File: src/rtl/scrambler_par.sv
// scrambler_par: 802.11a x^7+x^4+1 scrambler/descrambler, DATA_W bits per beat.
// Scramble mode loads the LFSR from seed; descramble mode rebuilds the
// transmitter's LFSR state from the first SYNC_BITS received bits.
//
// Handshakes: a beat moves on an interface in the cycle where valid && ready
// are both high at the rising edge; valid never waits on ready, and data/last
// are held stable while valid is high and ready is low.
module scrambler_par #(
   parameter int DATA_W    = 8,
   parameter int SYNC_BITS = 7
) (
   input  logic              clk,
   input  logic              reset,
   input  logic              mode,
   input  logic [6:0]        seed,
   input  logic              start,
   input  logic              in_valid,
   output logic              in_ready,
   input  logic [DATA_W-1:0] in_data,
   input  logic [DATA_W-1:0] in_tail,
   input  logic              in_last,
   output logic              out_valid,
   input  logic              out_ready,
   output logic [DATA_W-1:0] out_data,
   output logic              out_last,
   output logic              seed_err,
   output logic [1:0]        dbg_state
);

   localparam int CNT_W = $clog2(SYNC_BITS + 1);

   localparam logic [1:0] S_IDLE = 2'd0;
   localparam logic [1:0] S_SYNC = 2'd1;
   localparam logic [1:0] S_RUN  = 2'd2;

   logic [1:0]        r_state;
   logic [6:0]        r_lfsr;
   logic [CNT_W-1:0]  r_sync_cnt;
   logic              r_mode;
   logic              r_seed_err;
   logic              r_out_valid;
   logic [DATA_W-1:0] r_out_data;
   logic              r_out_last;

   logic              w_accept;
   logic [6:0]        w_lfsr_nx;
   logic [CNT_W-1:0]  w_cnt_nx;
   logic              w_sync_nx;
   logic              w_fb;
   logic [DATA_W-1:0] w_y;

   assign in_ready  = (r_state != S_IDLE) && !start && (!r_out_valid || out_ready);
   assign w_accept  = in_valid && in_ready;
   assign out_valid = r_out_valid;
   assign out_data  = r_out_data;
   assign out_last  = r_out_last;
   assign seed_err  = r_seed_err;
   assign dbg_state = r_state;

   // Walk the beat bit by bit (bit 0 first), switching from SYNC to RUN rules mid-beat if needed.
   always_comb begin
      w_lfsr_nx = r_lfsr;
      w_cnt_nx  = r_sync_cnt;
      w_sync_nx = (r_state == S_SYNC);
      w_fb      = 1'b0;
      w_y       = '0;
      for (int i = 0; i < DATA_W; i++) begin
         w_fb = w_lfsr_nx[6] ^ w_lfsr_nx[3];
         if (w_sync_nx) begin
            // SERVICE bits are scrambled zeros, so each received bit is the feedback bit.
            w_y[i]    = 1'b0;
            w_lfsr_nx = {w_lfsr_nx[5:0], in_data[i]};
            w_cnt_nx  = w_cnt_nx + CNT_W'(1);
            if (w_cnt_nx == CNT_W'(SYNC_BITS)) begin
               w_sync_nx = 1'b0;
            end
         end else begin
            w_y[i]    = in_data[i] ^ w_fb;
            w_lfsr_nx = {w_lfsr_nx[5:0], w_fb};
         end
         // Tail bits are forced low after scrambling; the LFSR keeps running.
         if (r_mode && in_tail[i]) begin
            w_y[i] = 1'b0;
         end
      end
   end

   // Frame control: start (re)opens a frame, accepted beats advance the LFSR and state.
   always_ff @(posedge clk or negedge reset) begin
      if (!reset) begin
         r_state    <= S_IDLE;
         r_lfsr     <= '0;
         r_sync_cnt <= '0;
         r_mode     <= 1'b0;
         r_seed_err <= 1'b0;
      end else if (start) begin
         r_mode     <= mode;
         r_seed_err <= mode && (seed == 7'd0);
         r_sync_cnt <= '0;
         if (mode) begin
            r_lfsr  <= seed;
            r_state <= S_RUN;
         end else begin
            r_state <= S_SYNC;
         end
      end else if (w_accept) begin
         r_lfsr     <= w_lfsr_nx;
         r_sync_cnt <= w_cnt_nx;
         if (in_last) begin
            r_state <= S_IDLE;
         end else if (w_sync_nx) begin
            r_state <= S_SYNC;
         end else begin
            r_state <= S_RUN;
         end
      end
   end

   // Output register: load on acceptance, release once downstream takes the beat.
   always_ff @(posedge clk or negedge reset) begin
      if (!reset) begin
         r_out_valid <= 1'b0;
         r_out_data  <= '0;
         r_out_last  <= 1'b0;
      end else if (w_accept) begin
         r_out_valid <= 1'b1;
         r_out_data  <= w_y;
         r_out_last  <= in_last;
      end else if (out_ready) begin
         r_out_valid <= 1'b0;
      end
   end

endmodule

File: config.mk
export PLATFORM = sky130hd
export DESIGN_NAME = scrambler_par
export DESIGN_NICKNAME = d
export VERILOG_FILES = /design/src/rtl/scrambler_par.sv
export SDC_FILE = /design/constraint.sdc
export NUM_CORES = 1
export LEC_CHECK = 0
export BUFFER_PORTS_ARGS = -buffer_cell sky130_fd_sc_hd__buf_2
export CORE_MARGIN = 5
export CORE_UTILIZATION = 50
export CTS_BUF_LIST = sky130_fd_sc_hd__clkbuf_16
export DETAILED_ROUTE_END_ITERATION = 8
export PLACE_DENSITY = 0.8
export SLEW_MARGIN = 20
export SYNTH_ARGS = -nofsm -noshare
export SYNTH_HDL_FRONTEND = slang
export SYNTH_SLANG_ARGS = --single-unit
File: constraint.sdc
create_clock -name clk -period 7.95 [get_ports clk]
set_clock_uncertainty 0.2 [all_clocks]
set_input_delay 0.795 -clock clk [delete_from_list [all_inputs] [get_ports clk]]
set_output_delay 0.795 -clock clk [all_outputs]
set_load 0.02 [all_outputs]
## Word level (Yosys, flattened, before mapping)

Cells that the tools add are included.

| cells by class | value |
|---|---|
| add/sub/neg operators | 8 |
| multiply operators | 0 |
| divide/modulo/power cells | 0 |
| $lt $le $gt $ge | 0 |
| equality and inequality tests | 10 |
| shift-type cells | 0 |
| muxes and demuxes | 60 |
| bitwise logic cells | 16 |
| reduce and logical (&&, ||, !) cells | 20 |

Operator list:

| cell | count |
|---|---|
| $mux 1 | 42 |
| $mux 3 | 10 |
| $add 3x1->3 const B | 8 |
| $eq 3x3->1 const B | 8 |
| $mux 7 | 3 |
| $xor 1x1->1 | 16 |
| $logic_and 1x1->1 | 12 |
| $mux 2 | 5 |
| $logic_not 7->1 | 1 |
| $reduce_bool 2->1 | 3 |
| $eq 2x1->1 const B | 1 |
| $logic_not 1->1 | 2 |
| $ne 2x2->1 const B | 1 |
| $reduce_and 2->1 | 1 |
| $logic_or 1x1->1 | 1 |

| word-level totals | value |
|---|---|
| register bits | 24 |
| latch bits | 0 |
| bits in writable memories | 0 |
| bits in read-only memories | 0 |
| input bits | 30 |
| output and inout port bits | 14 |
| logic and storage cells | 122 |
| memories | 0 |

## Logic depth before layout (Yosys ltp)

Gate-level depths: netlist (run 1).

| depth | value |
|---|---|
| depth after elaboration | 25 |
| mapped depth | 31 |
| depth with buffers taken out | 30 |

## Least setup slack after synthesis (run 1)

Ideal clock, no wire load.

| timing path | value |
|---|---|
| path kind | register to register |
| start point | register r_sync_cnt[0] |
| end point | register r_state[0] (netlist: dbg_state[0]) |
| setup time | 0.119 ns |
| data arrival time | 5.620 ns |
| slack | 2.011 ns |
| cell stages (with the launch flop) | 30 |
| path buffers | 0 |
| clock period less this slack | 5.939 ns |
| cells stage by stage | dfrtp_1 -> clkinv_1 -> ha_1 -> a21oi_1 -> ha_1 -> a21oi_1 -> o21ai_0 -> ha_1 -> o211ai_1 -> a21oi_1 -> ha_1 -> nor2b_1 -> o21ai_0 -> mux2i_1 -> a41oi_4 -> nand2_1 -> o21ai_0 -> mux2i_1 -> inv_1 -> ha_1 -> and2_1 -> mux2_2 -> o21ai_0 -> and2_1 -> inv_1 -> ha_1 -> nand2b_1 -> a311oi_1 -> nor4_1 -> o21a_1 |

| between the ends | value |
|---|---|
| word-level cells in the longest chain between the ends | 25 |
| elaborated cells between the ends (all ways) | 43 |
| classes of those cells | 8 x add/sub; 8 x eq/ne; 27 x mux |

Ends and longest elaborated chain:

| element | line | text |
|---|---|---|
| start, declared | 38 | `logic [CNT_W-1:0] r_sync_cnt;` |
| start signal, assigned | 108 | `r_sync_cnt <= w_cnt_nx;` |
| parallel branches: the longest is 20 deep, another holds $add 3x1->3 | - |  |
| $mux 1 * | 69 | `if (w_sync_nx) begin` |
| $mux 2 * | 111 | `end else if (w_sync_nx) begin` |
| $mux 2 * | 109 | `if (in_last) begin` |
| $mux 2 * | 106 | `end else if (w_accept) begin` |
| $mux 2 * | 96 | `end else if (start) begin` |
| end signal, assigned | 110 | `r_state <= S_IDLE;` |
| end signal, assigned | 112 | `r_state <= S_SYNC;` |
| end signal, assigned | 114 | `r_state <= S_RUN;` |
| end, declared | 36 | `logic [1:0] r_state;` |

Mark *: on every way between the ends. The select of a mux whose other input is x is not followed.
A chain may end at the register's enable or synchronous reset.

## Worst setup path in the final report (run 1)

| timing path | value |
|---|---|
| start point | register r_state[0] (netlist: dbg_state[0]) |
| end point | register r_state[0] (netlist: dbg_state[0]) |

| between the ends | value |
|---|---|
| word-level cells in the longest chain between the ends | 25 |
| elaborated cells between the ends (all ways) | 46 |
| classes of those cells | 7 x add/sub; 8 x eq/ne; 26 x mux; 5 x reduce/logical |

Ends and longest elaborated chain:

| element | line | text |
|---|---|---|
| start signal, assigned | 91 | `r_state <= S_IDLE;` |
| start signal, assigned | 102 | `r_state <= S_RUN;` |
| start signal, assigned | 104 | `r_state <= S_SYNC;` |
| parallel branches: the longest is 25 deep, another holds $add 3x1->3 | - |  |

Several ways; the timed one is not identified. The select of a mux whose other input is x is not followed.

==> flow_summary.toml, run 1 <==
[global_route]
grt_max_degree = 25
antenna_found_initial = 0
grt_overflow = 0
track_usage_pct = 20.7
first_global_vias = 2331
grt_pass1_wl_um = 10700

[setup_path]
worstSetupPathType = "flip-flop to flip-flop"
startpoint_type = "flip-flop"
crit_top_cell = "ha_1"
arrival_ns = 6.97
end_kind = "flip-flop"
required_ns = 7.89
crit_path_max_incr_delay_ns = 0.67
crit_slowest_cell = "nor2b_1"
cp_max_fo = 10

[routing]
drtIter0Drc = 212
vias_per_cell = 6.12
ant_nets = 0
finalWirelength_um = 6560
dr.pass1.iters = 5
vias = 2407
remaining_drc_errors = 0
wire_per_inst_um = 16.7

[die]
core_region_area_mm2 = 0.00475
die-area_mm2 = 0.00641
std_cell_rows = 25
floorplan.initialDensity_pct = 51.7
die_w_um = 80.1
ios = 44
die_h_um = 80.1

[power_and_ir_drop]
total_power_mw = 1.11
vdd_drop_max_v = 0.000185
power.leakage_nw = 1.26
p_per_area_mw_per_mm2 = 395

[sta]
finalCriticalPeriod_ns = 7.03
drv_slew = 0
rsz0062_at_grt = "no"
hold_violations = 0
final.setup.worst_slack_ns = 0.916
whs_ns = 0.275
post-route-period-util_pct = 88.5
slew_headroom_pct = 48.0
clock.fmax_mhz = 142
setup_viol = 0
tns_ns = 0
worstMarginPinSlew_ns = 0.760

[logic_synthesis]
yosysTopAreaCell = "dfrtp_1"
syn_area_mm2 = 0.00246
synth_seq_cells = 24
synth.avg_cell_area_um2 = 8.47
synth.distinct_cells = 67
netlist_instances = 290
async_reset_ff_share_pct = 100
yosys_most_used_dff = "dfrtp_1"
yosysMostFrequentCell = "nand2_1"
yosysSeqAreaShare_pct = 24.5
yosysTopAreaCellShare_pct = 24.5
yosys_warnings = 0
synthTopCellsByArea = "dfrtp_1, ha_1, xnor2_1"
synthTopCellsByCount = "nand2_1, dfrtp_1, nor2_1"
synth_edf_count = 0
syn-num-nets = 332

[place]
routabilityCongestion = 0.920
portBuffers = 43
post-place-ws_ns = 1.01
dp.cells = 389
hpwl_um = 5090
placed_area_mm2 = 0.00270

[status]
outcome = "complete, no violations"

[cts]
cts_max_path_buffers = 2
clkTransAtPathRegs_ns = 0.07
cts_resized = 0
cts.sinks = 24
hold_buffers = 0
cts_tree = "yes"
cts_made_buffers = 3
cts_setup_buffers = 0
clk_latency_ns = 0.26
root_buffer = "clkbuf_16"
cts-htree-levels = 1

[finish]
diodes = 0
instances_no_fill = 393
syn_to_final_growth_pct = 14.3
fin_util_pct = 59.0
finalInstanceArea_mm2 = 0.00281
nFillCells = 437
drive_gt1_share_pct = 20.6
fin_nets = 369

[hold_path]
hold_path_class = "flip-flop to flip-flop"

[job]
maxCapViolCount = 0
## layer usage
layer  global-route usage [%]  wire, um  vias up
met5                        0         0        -
met4                     4.90       145        0
met3                     3.36       374       16
met2                     35.8      3200      100
met1                     26.9      2840     1132
li1                         -         -     1159
## logic make-up (layout without fill, tap and decap cells)
group           count (synthesis)  after routing  synth area share, %
simple gates                   97             97                 20.7
compound gates                 94             94                 29.4
xor+xnor                       26             26                 10.2
buf+inv                        26             62                 4.64
flops                          24             24                 24.5
fa+ha+maj                      12             12                 6.11
mux                            11             11                 4.53
## critical path: cells and delay by family (launching register included)
kind,cells,cell delay (ns)
AOI/OAI and AO/OA,8,1.81
xor gates and xnor gates,2,0.50
adders and majority gates,4,1.04
buffers and inverters,2,0.16
DFF,1,0.48
muxes,3,0.73
and+or+nand+nor,9,1.98
## sequential cells by signal (all words and copies together), names as in the netlist
name / flops
r_sync_cnt: 3
r_mode: 1
out_valid: 1
r_lfsr: 7
out_last: 1
seed_err: 1
dbg_state: 2
out_data: 8
## layout by cell type (no fill, tap or decap), types with 6 or more instances in the layout
cell type,count
nand2_1,29
nor2b_1,6
a21o_1,7
a21oi_1,15
a2111oi_0,6
o211ai_1,12
o21ai_0,13
xor2_1,6
nor2_1,21
dfrtp_1,24
ha_1,12
xnor2_1,17
mux2i_1,10
buf_2,43
and2_1,7
nand3_1,10
inv_1,12
## final cells by class
cell class              count  area (um2)  share of cell area (%)
flip-flops and latches     24         601                    21.4
repair buffers             44         223                    7.94
well taps                  67        83.8                    2.99
clock inverters             1        30.0                    1.07
multi-input cells         240        1740                    62.1
inverters                  14        52.6                    1.87
clock buffers               3        75.1                    2.67
## worst paths after layout
path	startpoint	endpoint	slack [ns]	cells past startpoint
worst max-delay path	dbg_state[0]$_DFFE_PN0P_	dbg_state[0]$_DFFE_PN0P_	0.92	28
worst min-delay path	out_data[1]$_DFFE_PN0P_	out_data[1]$_DFFE_PN0P_	0.28	1
worst max register to register	dbg_state[0]$_DFFE_PN0P_	dbg_state[0]$_DFFE_PN0P_	0.92	28
worst min register to register	out_data[1]$_DFFE_PN0P_	out_data[1]$_DFFE_PN0P_	0.28	1
max in group asynchronous	reset	r_sync_cnt[0]$_DFFE_PN0P_	6.86	1
min in group asynchronous	reset	out_data[2]$_DFFE_PN0P_	0.32	1
## power by group
| group | total (mW) | internal (mW) | switching, mW |
|---|---|---|---|
| Sequential | 0.200 | 0.161 | 0.0396 |
| Clock | 0.144 | 0.100 | 0.0440 |
| Combinational | 0.763 | 0.309 | 0.454 |
(Power assumes the default switching activity.)
==> run 2: changes to the inputs <==
- ABC_AREA: not set -> 1
- PLACE_DENSITY: 0.8 -> 0.74
==> flow_summary.toml, run 2 <==
[die]
die_h_um = 74.4
die-area_mm2 = 0.00553
die_w_um = 74.4
core_region_area_mm2 = 0.00400
ios = 44
std_cell_rows = 23
floorplan.initialDensity_pct = 51.8

[routing]
remaining_drc_errors = 0
dr.pass1.iters = 4
ant_nets = 0
wire_per_inst_um = 13.1
vias = 2024
vias_per_cell = 5.34
finalWirelength_um = 4960
drtIter0Drc = 98

[sta]
slew_headroom_pct = 49.9
post-route-period-util_pct = 64.5
tns_ns = 0
rsz0062_at_grt = "no"
drv_slew = 0
hold_violations = 0
clock.fmax_mhz = 195
setup_viol = 0
finalCriticalPeriod_ns = 5.13
worstMarginPinSlew_ns = 0.749

[cts]
cts_max_path_buffers = 2
cts_made_buffers = 3
clkTransAtPathRegs_ns = 0.07
cts_setup_buffers = 0
hold_buffers = 0
cts-htree-levels = 1
root_buffer = "clkbuf_16"
cts.sinks = 24
cts_tree = "yes"
cts_resized = 0
clk_latency_ns = 0.26

[place]
hpwl_um = 3940
portBuffers = 43
routabilityCongestion = 0.845

[logic_synthesis]
syn-num-nets = 329
synth.avg_cell_area_um2 = 7.22
yosysSeqAreaShare_pct = 29.0
synth_seq_cells = 24
synthTopCellsByArea = "dfrtp_1, nand2_1, ha_1"
yosysMostFrequentCell = "nand2_1"
yosys_most_used_dff = "dfrtp_1"
synthTopCellsByCount = "nand2_1, inv_1, dfrtp_1"
async_reset_ff_share_pct = 100
yosysTopAreaCellShare_pct = 29.0
synth_edf_count = 0
syn_area_mm2 = 0.00207
yosysTopAreaCell = "dfrtp_1"
yosys_warnings = 0
synth.distinct_cells = 34
netlist_instances = 287

[global_route]
grt_overflow = 0
grt_util_met2_pct = 32.7
first_global_vias = 1958
grt_use_met3_pct = 2.03
grt_max_degree = 25
use_met1_pct = 27.2
antenna_found_initial = 0
track_usage_pct = 19.7
busiest_layer = "met2"
grt_pass1_wl_um = 8670

[setup_path]
cp_max_fo = 4
required_ns = 7.89
worstSetupPathType = "flip-flop to flip-flop"
end_kind = "flip-flop"
arrival_ns = 5.07
startpoint_type = "flip-flop"

[finish]
drive_gt1_share_pct = 24.9
largest_reg_flops = 8
syn_to_final_growth_pct = 17.5
diodes = 0
fin_nets = 372
mostFrequentLayoutCell = "nand2_1"
layout_common_cells = "nand2_1, buf_2, inv_1"

[job]
maxCapViolCount = 0

[hold_path]
hold_path_class = "flip-flop to flip-flop"

[status]
outcome = "complete, no violations"
[run 2: changes by cell type after synthesis, moves of 6 or more]
cell / before / now
o211ai_1: 12 / 5
a21oi_1: 15 / 7
nand3_2: 1 / 8
mux2i_1: 10 / 0
nor2b_1: 6 / 0
inv_2: 0 / 6
and2_1: 7 / 0
xnor2_1: 17 / 4
a2111oi_0: 6 / 0
nand2_1: 29 / 79
nand3_1: 10 / 19
a21o_1: 7 / 0
nand2_2: 0 / 8
inv_1: 12 / 31
[run 2: worst paths after layout]
path | to | from | slack [ns] | cells after the start
max in group asynchronous | out_data[3]$_DFFE_PN0P_ | reset | 6.86 | 1
min in group asynchronous | out_valid$_DFFE_PN0P_ | reset | 0.32 | 1
min | out_data[0]$_DFFE_PN0P_ | out_data[0]$_DFFE_PN0P_ | 0.28 | 2
max | dbg_state[1]$_DFFE_PN0P_ | r_sync_cnt[0]$_DFFE_PN0P_ | 2.82 | 27
max reg2reg | dbg_state[1]$_DFFE_PN0P_ | r_sync_cnt[0]$_DFFE_PN0P_ | 2.82 | 27
min reg2reg | out_data[0]$_DFFE_PN0P_ | out_data[0]$_DFFE_PN0P_ | 0.28 | 2
[run 2: cells by family after synthesis]
kind of cell | after synthesis | share of synthesized area (%)
XOR/XNOR | 11 | 4.65
adder cells (fa/ha/maj) | 12 | 7.25
AND/OR/NAND/NOR | 141 | 33.0
AO/OA/AOI/OAI | 55 | 17.9
buffers and inverters | 44 | 8.27
flip-flops | 24 | 29.0
[run 2: final cells by class]
class	instances	area, um2
timing repair buffer	43	215
sequential	24	601
multi-input combinational	219	1300
tap	50	62.6
clock inverter	1	30.0
inverter	39	151
clock buffer	3	75.1
fill	377	1570
[run 2: critical path, stage by stage (launching register included)]
cell,delay (ns)
dfrtp_1,0.37
inv_1,0.10
ha_1,0.29
nand3_1,0.07
nand2_1,0.11
inv_1,0.05
ha_1,0.28
o21ai_1,0.18
inv_1,0.08
ha_1,0.27
inv_1,0.04
o21ai_2,0.14
ha_1,0.24
o21ai_1,0.19
inv_1,0.06
ha_1,0.27
nand2_1,0.06
o21ai_0,0.14
ha_1,0.30
o21ai_0,0.35
ha_1,0.32
o21ai_1,0.25
ha_1,0.22
nand3_1,0.11
nand3_1,0.12
nand2_1,0.05
nand2_1,0.06
o211ai_1,0.07
[run 2: metal layers]
metal	vias to the layer above	share of wire, %
met1	938	48
met2	46	47
li1	1036	-
met4	0	0.89
met3	4	4.6
met5	-	0
[run 2: per-stage QoR]
| step | setup slack (ns) | std cells | util, % | cell area [um2] | hold WS [ns] |
|---|---|---|---|---|---|
| final | 2.82 | 379 | 60.9 | 2430 | 0.278 |
| after global routing | 2.30 | 379 | 60.9 | 2430 | 0.309 |
| after CTS | 2.79 | 379 | 60.9 | 2430 | 0.283 |
| after global placement | 3.10 | 375 | 58.2 | 2330 | 0.265 |
| after detailed placement | 2.86 | 375 | 58.2 | 2330 | 0.268 |
| after floorplan | 3.29 | 287 | - | 2070 | 0.273 |
Power of run 2 is left out: the tool's default activity adds up to more than one toggle a clock period on the data nets, which glitch-free logic cannot reach.
==> run 3: changes to the inputs <==
- PLACE_DENSITY: 0.74 -> 0.77
- clock period: 7.95 -> 4.3 ns (I/O delays scaled with it)
==> flow_summary.toml, run 3 (same netlist as run 2, synthesis figures left out) <==
[status]
outcome = "finished with violations"
violations = "setup timing"

[setup_path]
critical-path-top-delay-family = "adder cells"
arrival_ns = 4.47
crit_path_max_incr_delay_ns = 0.42
cp_max_fo = 7
cp_num_buf_inv = 10
required_ns = 4.27
end_kind = "flip-flop"
worstSetupPathType = "flip-flop to flip-flop"
crit_top_cell = "buf_4"
crit_slowest_cell = "dfrtp_1"
startpoint_type = "flip-flop"

[sta]
slew_headroom_pct = 48.7
finalCriticalPeriod_ns = 4.50
rsz0062_at_grt = "yes"
hold_violations = 0
whs_ns = 0.169
worstMarginPinSlew_ns = 0.768
final.setup.worst_slack_ns = -0.197
clock.fmax_mhz = 222
drv_slew = 0
post-route-period-util_pct = 105
setup_viol = 7

[finish]
mostFrequentLayoutCell = "nand2_1"
fin_util_pct = 75.5
largest_reg_flops = 8
nFillCells = 270
multi_input_area_mm2 = 0.00156
syn_to_final_growth_pct = 45.7
fin_nets = 416
diodes = 0
finalInstanceArea_mm2 = 0.00302
layout_common_cells = "nand2_1, buf_2, buf_4"
seqCellArea_um2 = 602
drive_gt1_share_pct = 44.8

[cts]
clkTransAtPathRegs_ns = 0.06
cts.sinks = 24
root_buffer = "clkbuf_16"
cts-htree-levels = 1
cts_tree = "yes"
cts_max_path_buffers = 2
clk_latency_ns = 0.26
cts_made_buffers = 3

[routing]
wire_per_inst_um = 15.5
dr.pass1.iters = 4
ant_nets = 0
remaining_drc_errors = 0
vias_per_cell = 5.48
finalWirelength_um = 6560
drtIter0Drc = 142
vias = 2320

[die]
die_w_um = 74.4
std_cell_rows = 23
die_h_um = 74.4
core_region_area_mm2 = 0.00400
floorplan.initialDensity_pct = 51.8
die-area_mm2 = 0.00553
ios = 44

[job]
maxCapViolCount = 0

[global_route]
track_usage_pct = 20.9
grt_pass1_wl_um = 9030
grt_use_met3_pct = 2.03
use_met1_pct = 26.4
grt_max_degree = 25
first_global_vias = 2129
grt_overflow = 0
busiest_layer = "met2"
antenna_found_initial = 0
grt_util_met2_pct = 37.2

[hold_path]
hold_path_class = "input port to flip-flop"

[place]
routabilityCongestion = 0.894
portBuffers = 43
post-place-ws_ns = -0.286
placed_area_mm2 = 0.00258
hpwl_um = 4210
-- run 3: worst paths after layout --
check | cells past startpoint | to | startpoint | slack (ns)
worst max-delay path | 29 | out_data[7]$_DFFE_PN0P_ | r_sync_cnt[1]$_DFFE_PN0P_ | -0.20
worst min-delay path | 2 | out_valid$_DFFE_PN0P_ | out_ready | 0.17
worst max register to register | 29 | out_data[7]$_DFFE_PN0P_ | r_sync_cnt[1]$_DFFE_PN0P_ | -0.20
worst min register to register | 2 | out_data[0]$_DFFE_PN0P_ | out_data[0]$_DFFE_PN0P_ | 0.28
max in group asynchronous | 2 | dbg_state[1]$_DFFE_PN0P_ | reset | 2.99
min in group asynchronous | 2 | out_data[4]$_DFFE_PN0P_ | reset | 0.49
-- run 3: cell type report --
cell class,instances,area share (%)
clock inverter,1,0.124
tap,50,2.07
clock buffer,3,2.49
multi-input combinational,219,51.8
timing repair buffer,87,18.5
inverter,39,5.10
sequential,24,19.9
-- run 3: repair_timing --
| action | CTS | global route |
|---|---|---|
| gates resized for setup | 17 | 38 |
| hold buffers | 1 | 0 |
| setup buffers | 9 | 3 |
| setup endpoints to repair | 6 | 8 |
| pin swaps | 23 | 26 |
| endpoints found under the hold margin | 24 | 0 |
-- run 3: metal layers --
metal | up-vias | part of all wire [%] | wire, um
li1 | 1121 | - | -
met1 | 1077 | 39 | 2580
met2 | 110 | 53 | 3450
met3 | 12 | 6.2 | 409
met4 | 0 | 1.7 | 112
met5 | - | 0 | 0
-- run 3: metrics by stage --
step / setup TNS (ns) / std cells
after global routing: -2.46 / 423
after detailed placement: -1.12 / 406
final: -1.02 / 423
after global placement: -0.356 / 406
after floorplan: -0.122 / 287
after CTS: -0.643 / 420
Power of run 3 is left out for the same reason.
